==> config.mk <==
export PLATFORM = sky130hd
export DESIGN_NAME = pipe_stage_reg
export DESIGN_NICKNAME = d
export VERILOG_FILES = /design/src/rtl/pipe_stage_reg.sv
export SDC_FILE = /design/constraint.sdc
export NUM_CORES = 1
export LEC_CHECK = 0
export BUFFER_PORTS_ARGS = -buffer_cell sky130_fd_sc_hd__buf_2
export CORE_ASPECT_RATIO = 1.5
export CORE_MARGIN = 3
export CORE_UTILIZATION = 45
export CTS_CLUSTER_SIZE = 25
export DETAILED_ROUTE_END_ITERATION = 7
export PLACE_DENSITY = 0.72
export SLEW_MARGIN = 10
export SYNTH_ARGS = -nofsm -noshare
export SYNTH_HDL_FRONTEND = slang
export SYNTH_SLANG_ARGS = --single-unit
==> constraint.sdc <==
create_clock -name clk -period 1.4 [get_ports clk]
set_input_delay 0.21 -clock clk [delete_from_list [all_inputs] [get_ports clk]]
set_output_delay 0.21 -clock clk [all_outputs]
set_load 0.02 [all_outputs]
==> src/rtl/pipe_stage_reg.sv <==
// Pipeline stage register with valid/ready handshakes and a 2-entry skid buffer.
// Optional stall/flush statistics counters are enabled by defining PIPE_STAGE_STATS_EN.
module pipe_stage_reg #(
  parameter int unsigned       CTRL_W              = 24,
  parameter int unsigned       DATA_W              = 72,
  parameter logic [CTRL_W-1:0] CTRL_NOP            = '0,
  parameter bit                CLEAR_DATA_ON_FLUSH = 1'b1,
  parameter int unsigned       CNT_W               = 16
) (
  input  logic              clk,
  input  logic              reset,
  input  logic              flush,
  input  logic              in_valid,
  output logic              in_ready,
  input  logic [CTRL_W-1:0] in_ctrl,
  input  logic [DATA_W-1:0] in_data,
  output logic              out_valid,
  input  logic              out_ready,
  output logic [CTRL_W-1:0] out_ctrl,
  output logic [DATA_W-1:0] out_data,
  input  logic              stats_clr,
  output logic [CNT_W-1:0]  stall_cnt,
  output logic [CNT_W-1:0]  flush_cnt
);

  logic              main_valid;
  logic [CTRL_W-1:0] main_ctrl;
  logic [DATA_W-1:0] main_data;
  logic              skid_valid;
  logic [CTRL_W-1:0] skid_ctrl;
  logic [DATA_W-1:0] skid_data;

  logic accept;
  logic drain;

  // in_ready comes straight from the skid flop, so out_ready never reaches upstream.
  assign in_ready  = ~skid_valid;
  assign accept    = in_valid & in_ready;
  assign drain     = main_valid & out_ready;

  assign out_valid = main_valid;
  assign out_ctrl  = main_ctrl;
  assign out_data  = main_data;

  // NOTE: all state is updated with non-blocking assignments so every branch reads
  // the pre-edge values of main_* and skid_*, regardless of statement order.
  // NOTE: the bundle registers are reset too, because out_ctrl/out_data must show
  // a clean bubble (CTRL_NOP, zero data) the moment reset asserts.
  always_ff @(posedge clk or negedge reset) begin
    if (!reset) begin
      main_valid <= 1'b0;
      main_ctrl  <= CTRL_NOP;
      main_data  <= '0;
      skid_valid <= 1'b0;
      skid_ctrl  <= CTRL_NOP;
      skid_data  <= '0;
    end else if (flush) begin
      main_valid <= 1'b0;
      skid_valid <= 1'b0;
      main_ctrl  <= CTRL_NOP;
      skid_ctrl  <= CTRL_NOP;
      if (CLEAR_DATA_ON_FLUSH) begin
        main_data <= '0;
        skid_data <= '0;
      end
    end else if (skid_valid) begin
      // Skid full: in_ready is low, so only a drain can move anything.
      if (drain) begin
        main_ctrl  <= skid_ctrl;
        main_data  <= skid_data;
        skid_valid <= 1'b0;
        skid_ctrl  <= CTRL_NOP;
        if (CLEAR_DATA_ON_FLUSH) skid_data <= '0;
      end
    end else if (main_valid) begin
      if (drain && accept) begin
        main_ctrl <= in_ctrl;
        main_data <= in_data;
      end else if (drain) begin
        main_valid <= 1'b0;
        main_ctrl  <= CTRL_NOP;
        if (CLEAR_DATA_ON_FLUSH) main_data <= '0;
      end else if (accept) begin
        skid_valid <= 1'b1;
        skid_ctrl  <= in_ctrl;
        skid_data  <= in_data;
      end
    end else if (accept) begin
      main_valid <= 1'b1;
      main_ctrl  <= in_ctrl;
      main_data  <= in_data;
    end
  end

`ifdef PIPE_STAGE_STATS_EN
  localparam logic [CNT_W-1:0] CNT_ONE = CNT_W'(1);
  localparam logic [CNT_W-1:0] CNT_MAX = '1;

  logic [CNT_W-1:0] stall_q;
  logic [CNT_W-1:0] flush_q;

  always_ff @(posedge clk or negedge reset) begin
    if (!reset) begin
      stall_q <= '0;
      flush_q <= '0;
    end else if (stats_clr) begin
      stall_q <= '0;
      flush_q <= '0;
    end else begin
      if (main_valid && !out_ready && stall_q != CNT_MAX) stall_q <= stall_q + CNT_ONE;
      if (flush && (main_valid || skid_valid) && flush_q != CNT_MAX) flush_q <= flush_q + CNT_ONE;
    end
  end

  assign stall_cnt = stall_q;
  assign flush_cnt = flush_q;
`else
  logic unused_stats_clr;

  assign unused_stats_clr = stats_clr;
  assign stall_cnt        = '0;
  assign flush_cnt        = '0;
`endif

endmodule

# [After elaboration in Yosys (flattened, before gate mapping)]
# Index checks and enable logic that the tools add are counted.
[totals] in_bits=102 ff_bits=194 out_inout_bits=130 word_cells=55
[classes] reduce_logical=6 n_mux=35 eq_ne=5 n_bitwise=3
[ops] op="two-way mux 72 bit" count=12
[ops] op="two-way mux 24 bit" count=12
[ops] op="two-way mux 1 bit" count=11
[ops] op="!= test 3 bit (second input constant)" count=2
[ops] op="nonzero test 3 bit" count=2
[ops] op="AND reduction 5 bit" count=1
[ops] op="!= test 4 x 2 -> 1 bit (second input constant)" count=1
[ops] op="nonzero test 4 bit" count=1
[ops] op="!= test 3 x 2 -> 1 bit (second input constant)" count=1
[ops] op="AND reduction 3 bit" count=1
[ops] op="AND 1 bit" count=2
[ops] op="!= test 2 bit (second input constant)" count=1
[ops] op="logical AND 1 bit" count=1
[ops] op="inverter 1 bit" count=1

# [Longest topological paths before layout]
# Gate-level depths: netlist of the first run.
[depth] word_depth=8 mapped_depth=7 mapped_depth_nobuf=3

# [Least setup slack after synthesis of the first run]
# No wires, ideal clock.
[synth_path] path_kind="register to register" start="register main_valid (netlist: out_valid)" end="register main_data[37] (netlist: out_data[37])" synth_period_minus_slack_ns=1.579 t_arrival_ns=1.447 setup_ns=0.132 setup_slack_ns=-0.179 n_path_buf=4 required_time_ns=1.268 stages_incl_launch_ff=8 path_cell_list="dfrtp_1 -> buf_6 -> nor3b_1 -> buf_2 -> or2_1 -> buf_6 -> buf_6 -> a31oi_2"
[synth_between] elab_chain_cells=6 elab_cells_between_ends=10 classes_between="eq/ne: 2; mux: 4; bitwise: 1; reduce/logical: 3"
[synth_lines] element="start: declaration" line_no="26" source="logic main_valid;"
[synth_lines] element="start signal: assignment" line_no="51" source="main_valid <= 1'b0;"
[synth_lines] element="start signal: assignment" line_no="58" source="main_valid <= 1'b0;"
[synth_lines] element="start signal: assignment" line_no="80" source="main_valid <= 1'b0;"
[synth_lines] element="AND 1 bit" line_no="39" source="assign drain = main_valid & out_ready;"
[synth_lines] element="logical AND 1 bit" line_no="76" source="if (drain && accept) begin"
[synth_lines] element="two-way mux 72 bit" line_no="76"
[synth_lines] element="two-way mux 72 bit" line_no="75" source="end else if (main_valid) begin"
[synth_lines] element="two-way mux 72 bit" line_no="66" source="end else if (skid_valid) begin"
[synth_lines] element="two-way mux 72 bit" line_no="57" source="end else if (flush) begin"
[synth_lines] element="end signal: assignment" line_no="70" source="main_data <= skid_data;"
[synth_lines] element="end signal: assignment" line_no="78" source="main_data <= in_data;"
[synth_lines] element="end signal: assignment" line_no="91" source="main_data <= in_data;"
[synth_lines] element="end: declaration" line_no="28" source="logic [DATA_W-1:0] main_data;"
# Several ways; a longest one is shown, not always the timed one.
# A chain may end at the register's enable or synchronous reset.

# [Final worst setup path of the first run]
[layout_path] start="register skid_valid" end="register skid_data[22]"
[layout_between] elab_chain_cells=5 elab_cells_between_ends=11 classes_between="eq/ne: 3; mux: 2; bitwise: 2; reduce/logical: 4"
[layout_lines] element="start: declaration" line_no="29" source="logic skid_valid;"
[layout_lines] element="start signal: assignment" line_no="54" source="skid_valid <= 1'b0;"
[layout_lines] element="start signal: assignment" line_no="59" source="skid_valid <= 1'b0;"
[layout_lines] element="start signal: assignment" line_no="71" source="skid_valid <= 1'b0;"
[layout_lines] element="inverter 1 bit" line_no="37" source="assign in_ready = ~skid_valid;"
[layout_lines] element="AND 1 bit" line_no="38" source="assign accept = in_valid & in_ready;"
[layout_lines] element="logical AND 1 bit" line_no="76"
[layout_lines] element="!= test 3 bit (no line)"
[layout_lines] element="AND reduction 5 bit (no line)"
[layout_lines] element="end signal: assignment" line_no="86" source="skid_data <= in_data;"
[layout_lines] element="end: declaration" line_no="31" source="logic [DATA_W-1:0] skid_data;"
# Several ways; a longest one is shown, not always the timed one.

==> results of run 1 <==
-- layout make-up --
type                            count  area (um^2)
Clock buffer                       18          429
Timing Repair Buffer              309         2690
Inverter                            3         16.3
Clock inverter                     14          144
Tap cell                          260          325
Multi-Input combinational cell    594         4070
Fill cell                        1600         7410
Sequential cell                   194         4860
-- stage by stage --
| stage | instances | area (um^2) | worst slack [ps] | hold slack [ps] | setup TNS, ps |
|---|---|---|---|---|---|
| floorplan | 915 | 9390 | -132 | -85.6 | -8500 |
| global placement | 1307 | 10800 | -355 | 150 | -31530 |
| detailed placement | 1307 | 10800 | -404 | 150 | -35850 |
| CTS | 1369 | 11900 | -198 | 0.192 | -26720 |
| global route | 1392 | 12500 | -300 | 6.13 | -48720 |
| finish | 1392 | 12500 | -248 | 15.8 | -35630 |
-- cell families after synthesis --
family / share of synthesized area [%]
AND/OR/NAND/NOR: 13.0
AO/OA/AOI/OAI: 20.9
flip-flops: 52.5
buffers and inverters: 7.91
multiplexers: 5.63
other: 0.0406
-- metal layers --
layer	wire, um	up-vias
met3	1880	52
li1	-	3647
met4	877	2
met5	9	-
met1	11100	4095
met2	15200	381
-- sequential cells by signal, summed over array words and instances (netlist names) --
| register | cells |
|---|---|
| out_ctrl | 24 |
| out_data | 72 |
| out_valid | 1 |
| skid_ctrl | 24 |
| skid_data | 72 |
| skid_valid | 1 |
-- power by group through the flow --
stage	Sequential (mW)	Combinational [mW]	Clock, mW
after CTS	6.19	2.73	4.92
after floorplan	6.62	1.16	0
after global placement	6.29	2.50	0
after global routing	6.25	3.22	5.15
final	6.21	3.02	4.85
after detailed placement	6.29	2.54	0
-- worst max-delay path, cell delays in order (launching register included) --
cell       delay [ps]
dfrtp_2           440
buf_6             140
buf_12            120
nor2_4            140
and4b_4           390
clkbuf_16         220
a32o_1            140
-- synthesized netlist by cell type, drive strengths merged --
library cell / n / area [um^2]
or2: 1 / 6.26
a21oi: 2 / 10.0
and4b: 1 / 10.0
nor3b: 2 / 15.0
o21ai: 2 / 17.5
clkbuf: 58 / 218
dfrtp: 194 / 4850
a31oi: 96 / 663
o211ai: 52 / 390
nand2: 157 / 589
mux2i: 52 / 521
o2bb2ai: 44 / 385
nor2: 3 / 16.3
and2: 46 / 288
conb: 1 / 3.75
a21o: 2 / 15.0
a32o: 44 / 440
a21bo: 1 / 10.0
nor2b: 1 / 6.26
buf: 69 / 502
inv: 3 / 11.3
and3b: 1 / 8.76
nor3: 52 / 260
-- layout by cell type, fill, tap and decap left out, drive strengths merged, types with 3 or more instances in the layout --
cell type    synthesis  layout
buf                 69     284
dfrtp              194     194
nand2              157     157
a31oi               96      96
mux2i               52      52
o211ai              52      52
nor3                52      52
and2                46      46
a32o                44      44
o2bb2ai             44      44
conb                 1      32
clkbuf              58      30
dlygate4sd3          0      12
inv                  3       9
nor2                 3       6
clkinv               0       4
clkinvlp             0       3
-- final timing paths --
kind	from	depth (start not counted)	to
max in group asynchronous	reset	3	out_data[20]$_DFFE_PN0P_
worst max-delay path	skid_valid$_DFF_PN0_	6	skid_data[22]$_DFFE_PN0P_
worst max register to register	skid_valid$_DFF_PN0_	6	skid_data[22]$_DFFE_PN0P_
min in group asynchronous	reset	2	out_data[7]$_DFFE_PN0P_
worst min-delay path	in_data[1]	2	skid_data[1]$_DFFE_PN0P_
worst min register to register	out_data[17]$_DFFE_PN0P_	1	out_data[17]$_DFFE_PN0P_
-- timing repair --
item	CTS	global route
endpoints found under the setup margin	190	195
pin swaps	16	24
hold endpoints to repair	40	0
cloned	6	16
buffers inserted	13	7
gates resized for setup	33	54
hold buffers	12	0
==> key figures, run 1 <==
Global route
  • Met1 Track Usage GR: 28.5%
  • Vias in the first global route: 8219
  • Largest net degree at the start of global routing: 54
  • GRT busiest layer: met2
  • First-pass GRT wire length: 42400 um
  • Initial antenna violation count: 1
  • GR Layer Usage met3: 4.61%
  • Gr usage total: 24.0%
  • GRT met2 Usage: 41.8%
  • Overflow after GRT: 0

Route
  • Pre-antenna DRT Iters: 6
  • Via count: 8177
  • Per-cell routed wire length: 20.8 um
  • 1st-iter DRT viols: 679
  • Routed WL: 29000 um
  • Avg Vias per Cell: 5.87
  • DRT antenna net count: 0
  • DRC viols: 0

Floorplan
  • # rows: 63
  • Initial Utilization: 46.3%
  • Die Wd: 123 um
  • I/O pin total: 232
  • CORE AREA: 0.0199 mm^2
  • Die H: 182 um
  • Die area: 0.0223 mm^2

Run
  • Max-Cap Viols: 0

Power
  • PwrDens: 1120 mW/mm^2
  • Psw: 4.38 mW
  • Flop pwr share: 44.1%
  • Combinational Power Share: 21.4%
  • Net switching share of the total power: 31.1%
  • Peak VDD IR: 969 uV
  • Pint: 9.70 mW
  • Clock power frac: 34.5%
  • Leak Pwr: 6.01 nW
  • Pwr Total: 14.1 mW

Setup path
  • Critical path fanouts, max: 11
  • Worst Setup Start Kind: register
  • Worst R2R Setup Slack: -250 ps
  • Critical path arrival: 2020 ps
  • Worst Setup End Kind: register
  • Crit path required time: 1770 ps
  • Kind of critical path: reg2reg

Timing
  • Crit path setup slack, layout: -248 ps
  • Unrepaired setup endpoints after global routing: true
  • # setup viols final: 193
  • Final Critical Period: 1650 ps
  • Crit share post-route: 118%
  • Max Freq: 607 MHz
  • Slew Limit Fails: 0
  • Clk_skew: 8.99 ps
  • Slew headroom: 51.6%
  • Slew of the pin with the lowest slew margin: 725 ps
  • Endpoints failing hold: 0

CTS
  • H-Tree Depth: 4
  • TritonCTS clock tree: yes
  • CTS Buf Count: 17
  • Clock transition at the registers of the reported paths: 70 ps
  • Root buffer selected by CTS: clkbuf_16
  • CTS Sinks: 194
  • CTS Buffer Depth: 2
  • Clk Latency, worst-skew pair: 440 ps

Worst hold path
  • Hold Crit Class: in2reg

Logic synthesis
  • Sequential area share after synthesis: 52.5%
  • Cell Area, Synth: 0.00924 mm^2
  • Synth warn: 0
  • Yosys reg bits: 194
  • Post-synthesis cell type count: 29
  • Synth Instances: 884
  • Syn avg cell area: 10.5 um^2

Layout
  • Fin nets: 1221
  • Core Util, Final: 62.8%
  • Layout area overhead: 35.6%
  • Ratio of cells with drive above 1 in the final layout: 34.5%
  • Antenna cells: 0

Status
  • Failing checks: negative setup slack
  • Status: finished with violations

Place
  • Dpl hpwl: 16200 um
  • GPL Wtd Cong: 0.792
  • # port buffers: 198
(Power assumes the default switching activity.)
==> run 2: changes to the inputs <==
- ABC_AREA: default -> 1
==> run 2 against run 1 <==
Compared with the run above:
- critical endpoint is now skid_data[68]$_DFFE_PN0P_
- critical path type unchanged
- the flow still finishes with violations (negative setup slack)
- worst hold slack gained 67 ps
- combinational power grew 21%
- clock power grew 17%
- global-route usage is 0.12 points higher
- synthesized area is 4.7% higher
- routed wire length up 4.4%
==> key figures, run 2 <==
Route
  • Pre-antenna DRT Iters: 6 (unchanged)
  • Routed WL: 30300 um (was 29000 um)
  • Per-cell routed wire length: 16.0 um (was 20.8 um)
  • DRC viols: 0 (unchanged)
  • DRT antenna net count: 0 (unchanged)
  • Via count: 9333 (was 8177)
  • Avg Vias per Cell: 4.93 (was 5.87)
  • 1st-iter DRT viols: 768 (was 679)

Setup path
  • Kind of critical path: reg2reg (unchanged)
  • Critical path arrival: 1890 ps (was 2020 ps)
  • Crit path required time: 1770 ps (about the same)
  • Worst Setup Start Kind: register (unchanged)
  • Critical path fanouts, max: 9 (was 11)
  • Worst Setup End Kind: register (unchanged)

Logic synthesis
  • Top post-synthesis cells by area: dfrtp_1 (50%), nand2_1 (34%), buf_4 (3.9%), nor2_1 (3.8%), inv_1 (1.8%) (was dfrtp_1 (53%), nand2_1 (6.4%), a31oi_1 (5.8%), mux2i_1 (5.6%), a32o_1 (4.8%))
  • Predominant post-synthesis flop cell: dfrtp_1 (unchanged)
  • Yosys reg bits: 194 (unchanged)
  • Post-synth top area share: 50.2% (was 52.5%)
  • EDFF count, synth: 0 (unchanged)
  • Most frequent cell after synthesis: nand2_1 (was dfrtp_1)
  • Top cell type by total area after synthesis: dfrtp_1 (unchanged)
  • Post-synthesis cell type count: 20 (was 29)
  • Syn avg cell area: 6.97 um^2 (was 10.5 um^2)
  • Sequential area share after synthesis: 50.2% (was 52.5%)
  • Ys async rst share: 100% (unchanged)
  • Synth Instances: 1388 (was 884)
  • Cell Area, Synth: 0.00968 mm^2 (was 0.00924 mm^2)
  • Synth warn: 0 (unchanged)
  • Synth cell count leaders: nand2_1 (879), dfrtp_1 (194), nor2_1 (98) (was dfrtp_1 (194), nand2_1 (157), a31oi_1 (86))

Layout
  • Most common cell after layout, fill and taps aside: nand2_1 (was buf_2)
  • Most frequent cells in the layout: nand2_1 (823), buf_2 (195), dfrtp_1 (193) (was buf_2 (195), dfrtp_1 (192), nand2_1 (156))
  • Area occupied by registers: 0.00486 mm^2 (about the same)
  • Fin nets: 1715 (was 1221)
  • Antenna cells: 0 (unchanged)
  • Footprint of the multi-input gates: 0.00453 mm^2 (was 0.00407 mm^2)
  • Layout fillers: 1880 (was 1600)
  • Layout area overhead: 35.3% (was 35.6%)
  • Ratio of cells with drive above 1 in the final layout: 25.7% (was 34.5%)

Power
  • Clock power frac: 35.7% (was 34.5%)
  • Flop pwr share: 41.4% (was 44.1%)
  • Combinational Power Share: 22.9% (was 21.4%)
  • Leak Pwr: 7.81 nW (was 6.01 nW)
  • Pint: 11.0 mW (was 9.70 mW)
  • PwrDens: 1210 mW/mm^2 (was 1120 mW/mm^2)
  • Psw: 4.84 mW (was 4.38 mW)
  • Peak VDD IR: 739 uV (was 969 uV)
  • Net switching share of the total power: 30.5% (was 31.1%)

Floorplan
  • Initial Utilization: 45.9% (was 46.3%)
  • CORE AREA: 0.0211 mm^2 (was 0.0199 mm^2)
  • Die Wd: 126 um (was 123 um)
  • Die area: 0.0233 mm^2 (was 0.0223 mm^2)
  • I/O pin total: 232 (unchanged)
  • # rows: 65 (was 63)
  • Die H: 186 um (was 182 um)

CTS
  • CTS Buf Count: 17 (unchanged)
  • H-Tree Depth: 4 (unchanged)
  • Clk Latency, worst-skew pair: 430 ps (was 440 ps)
  • CTS Sinks: 194 (unchanged)
  • CTS Buffer Depth: 2 (unchanged)
  • Root buffer selected by CTS: clkbuf_16 (unchanged)
  • Clock transition at the registers of the reported paths: 80 ps (was 70 ps)
  • TritonCTS clock tree: yes (unchanged)

Timing
  • Final setup TNS: -10500 ps (was -35630 ps)
  • # setup viols final: 169 (was 193)
  • Slew headroom: 65.4% (was 51.6%)
  • Clk_skew: 12.9 ps (was 8.99 ps)
  • Slew of the pin with the lowest slew margin: 520 ps (was 725 ps)
  • Slew Limit Fails: 0 (unchanged)
  • Final Critical Period: 1520 ps (was 1650 ps)
  • Endpoints failing hold: 0 (unchanged)
  • Max Freq: 657 MHz (was 607 MHz)
  • Crit path setup slack, layout: -122 ps (was -248 ps)
  • Crit share post-route: 109% (was 118%)
  • Unrepaired setup endpoints after global routing: true (unchanged)

Place
  • # port buffers: 198 (unchanged)
  • GPL Wtd Cong: 0.803 (was 0.792)
  • Worst slack, placed: -156 ps (was -404 ps)
  • Dpl hpwl: 16200 um (about the same)

Status
  • Status: finished with violations (unchanged)
  • Failing checks: negative setup slack (unchanged)

Global route
  • First-pass GRT wire length: 44800 um (was 42400 um)
  • Gr usage total: 24.1% (was 24.0%)
  • Largest net degree at the start of global routing: 70 (was 54)
  • Overflow after GRT: 0 (unchanged)
  • Initial antenna violation count: 0 (was 1)
  • Vias in the first global route: 8843 (was 8219)

Run
  • Max-Cap Viols: 0 (unchanged)

Worst hold path
  • Hold Crit Class: in2reg (unchanged)
-- run 2: cell types whose count changed after synthesis, sizes merged, moves of 46 or more --
cell	delta
a31oi	-96
mux2i	-52
nor3	-52
nand2	+724
nor2	+97
and2	-46
o211ai	-52
inv	+47
-- run 2: what timing repair did --
item                                   4_1_cts  5_1_grt
buffers inserted                            24        2
pin swaps                                   10       14
endpoints found under the hold margin       25        0
cloned                                      17       13
resized for setup                           74      104
setup endpoints to repair                  168      194
hold buffers                                 1        0
-- run 2: stage by stage --
| step | power (mW) | utilization (%) | hold slack, ps | instance area, um^2 | std cells |
|---|---|---|---|---|---|
| 6_report | 15.9 | 62.2 | 82.9 | 13100 | 1893 |
| 3_5_place_dp | 9.39 | 52.0 | 143 | 11000 | 1808 |
| 5_1_grt | 16.6 | 62.2 | 80.0 | 13100 | 1893 |
| 2_1_floorplan | 8.36 | - | -85.6 | 9800 | 1419 |
| 3_3_place_gp | 9.33 | 52.0 | 143 | 11000 | 1808 |
| 4_1_cts | 15.6 | 59.4 | 42.2 | 12500 | 1881 |
-- run 2: final cells by class --
class	instances	area share [%]
clock inverters	12	1.76
well taps	268	2.56
multi-input cells	1067	34.6
repair buffers	283	19.1
flip-flops and latches	194	37.1
clock buffers	19	3.38
inverters	50	1.53
-- run 2: power groups by stage --
| stage | Combinational (mW) | Clock, mW | Sequential, mW |
|---|---|---|---|
| final | 3.64 | 5.66 | 6.57 |
| after global routing | 3.96 | 5.96 | 6.63 |
| after CTS | 3.36 | 5.73 | 6.52 |
| after detailed placement | 2.78 | 0 | 6.61 |
| after global placement | 2.73 | 0 | 6.60 |
| after floorplan | 1.43 | 0 | 6.93 |
-- run 2: final timing paths --
| check | end | startpoint | slack, ps | depth (start not counted) |
|---|---|---|---|---|
| setup / recovery | skid_data[68]$_DFFE_PN0P_ | skid_valid$_DFF_PN0_ | -120 | 11 |
| setup reg to reg | skid_data[68]$_DFFE_PN0P_ | skid_valid$_DFF_PN0_ | -120 | 11 |
| hold reg to reg | out_ctrl[16]$_DFFE_PN0P_ | out_ctrl[16]$_DFFE_PN0P_ | 470 | 2 |
| max in group asynchronous | skid_ctrl[2]$_DFFE_PN0P_ | reset | 580 | 3 |
| hold / removal | out_valid$_DFFE_PN0P_ | in_valid | 80 | 3 |
| min in group asynchronous | out_data[23]$_DFFE_PN0P_ | reset | 250 | 2 |
-- run 2: cells by family (layout without fill, tap and decap cells) --
kind of cell           Yosys count  after routing  share of synthesized area (%)
AND/OR/NAND/NOR                984            988                           38.6
buffers and inverters          162            364                           8.77
AO/OA/AOI/OAI                   47             47                           2.43
other                            1             32                         0.0387
flip-flops                     194            194                           50.2
-- run 2: critical path, stage by stage, from the launching register on --
cell and delay, ps:
dfrtp_2 440, inv_4 70, buf_8 120, nor2_4 40
nand2_2 80, nand2_4 60, buf_6 120, buf_6 120
inv_8 100, clkbuf_16 180, nand2_1 60, nand2_1 60
-- run 2: per-layer routing --
layer	GRT usage, %	part of all wire, %
met1	28.8	39
met2	42.6	51
met3	4.77	5.9
met4	10.0	3.4
met5	0	0
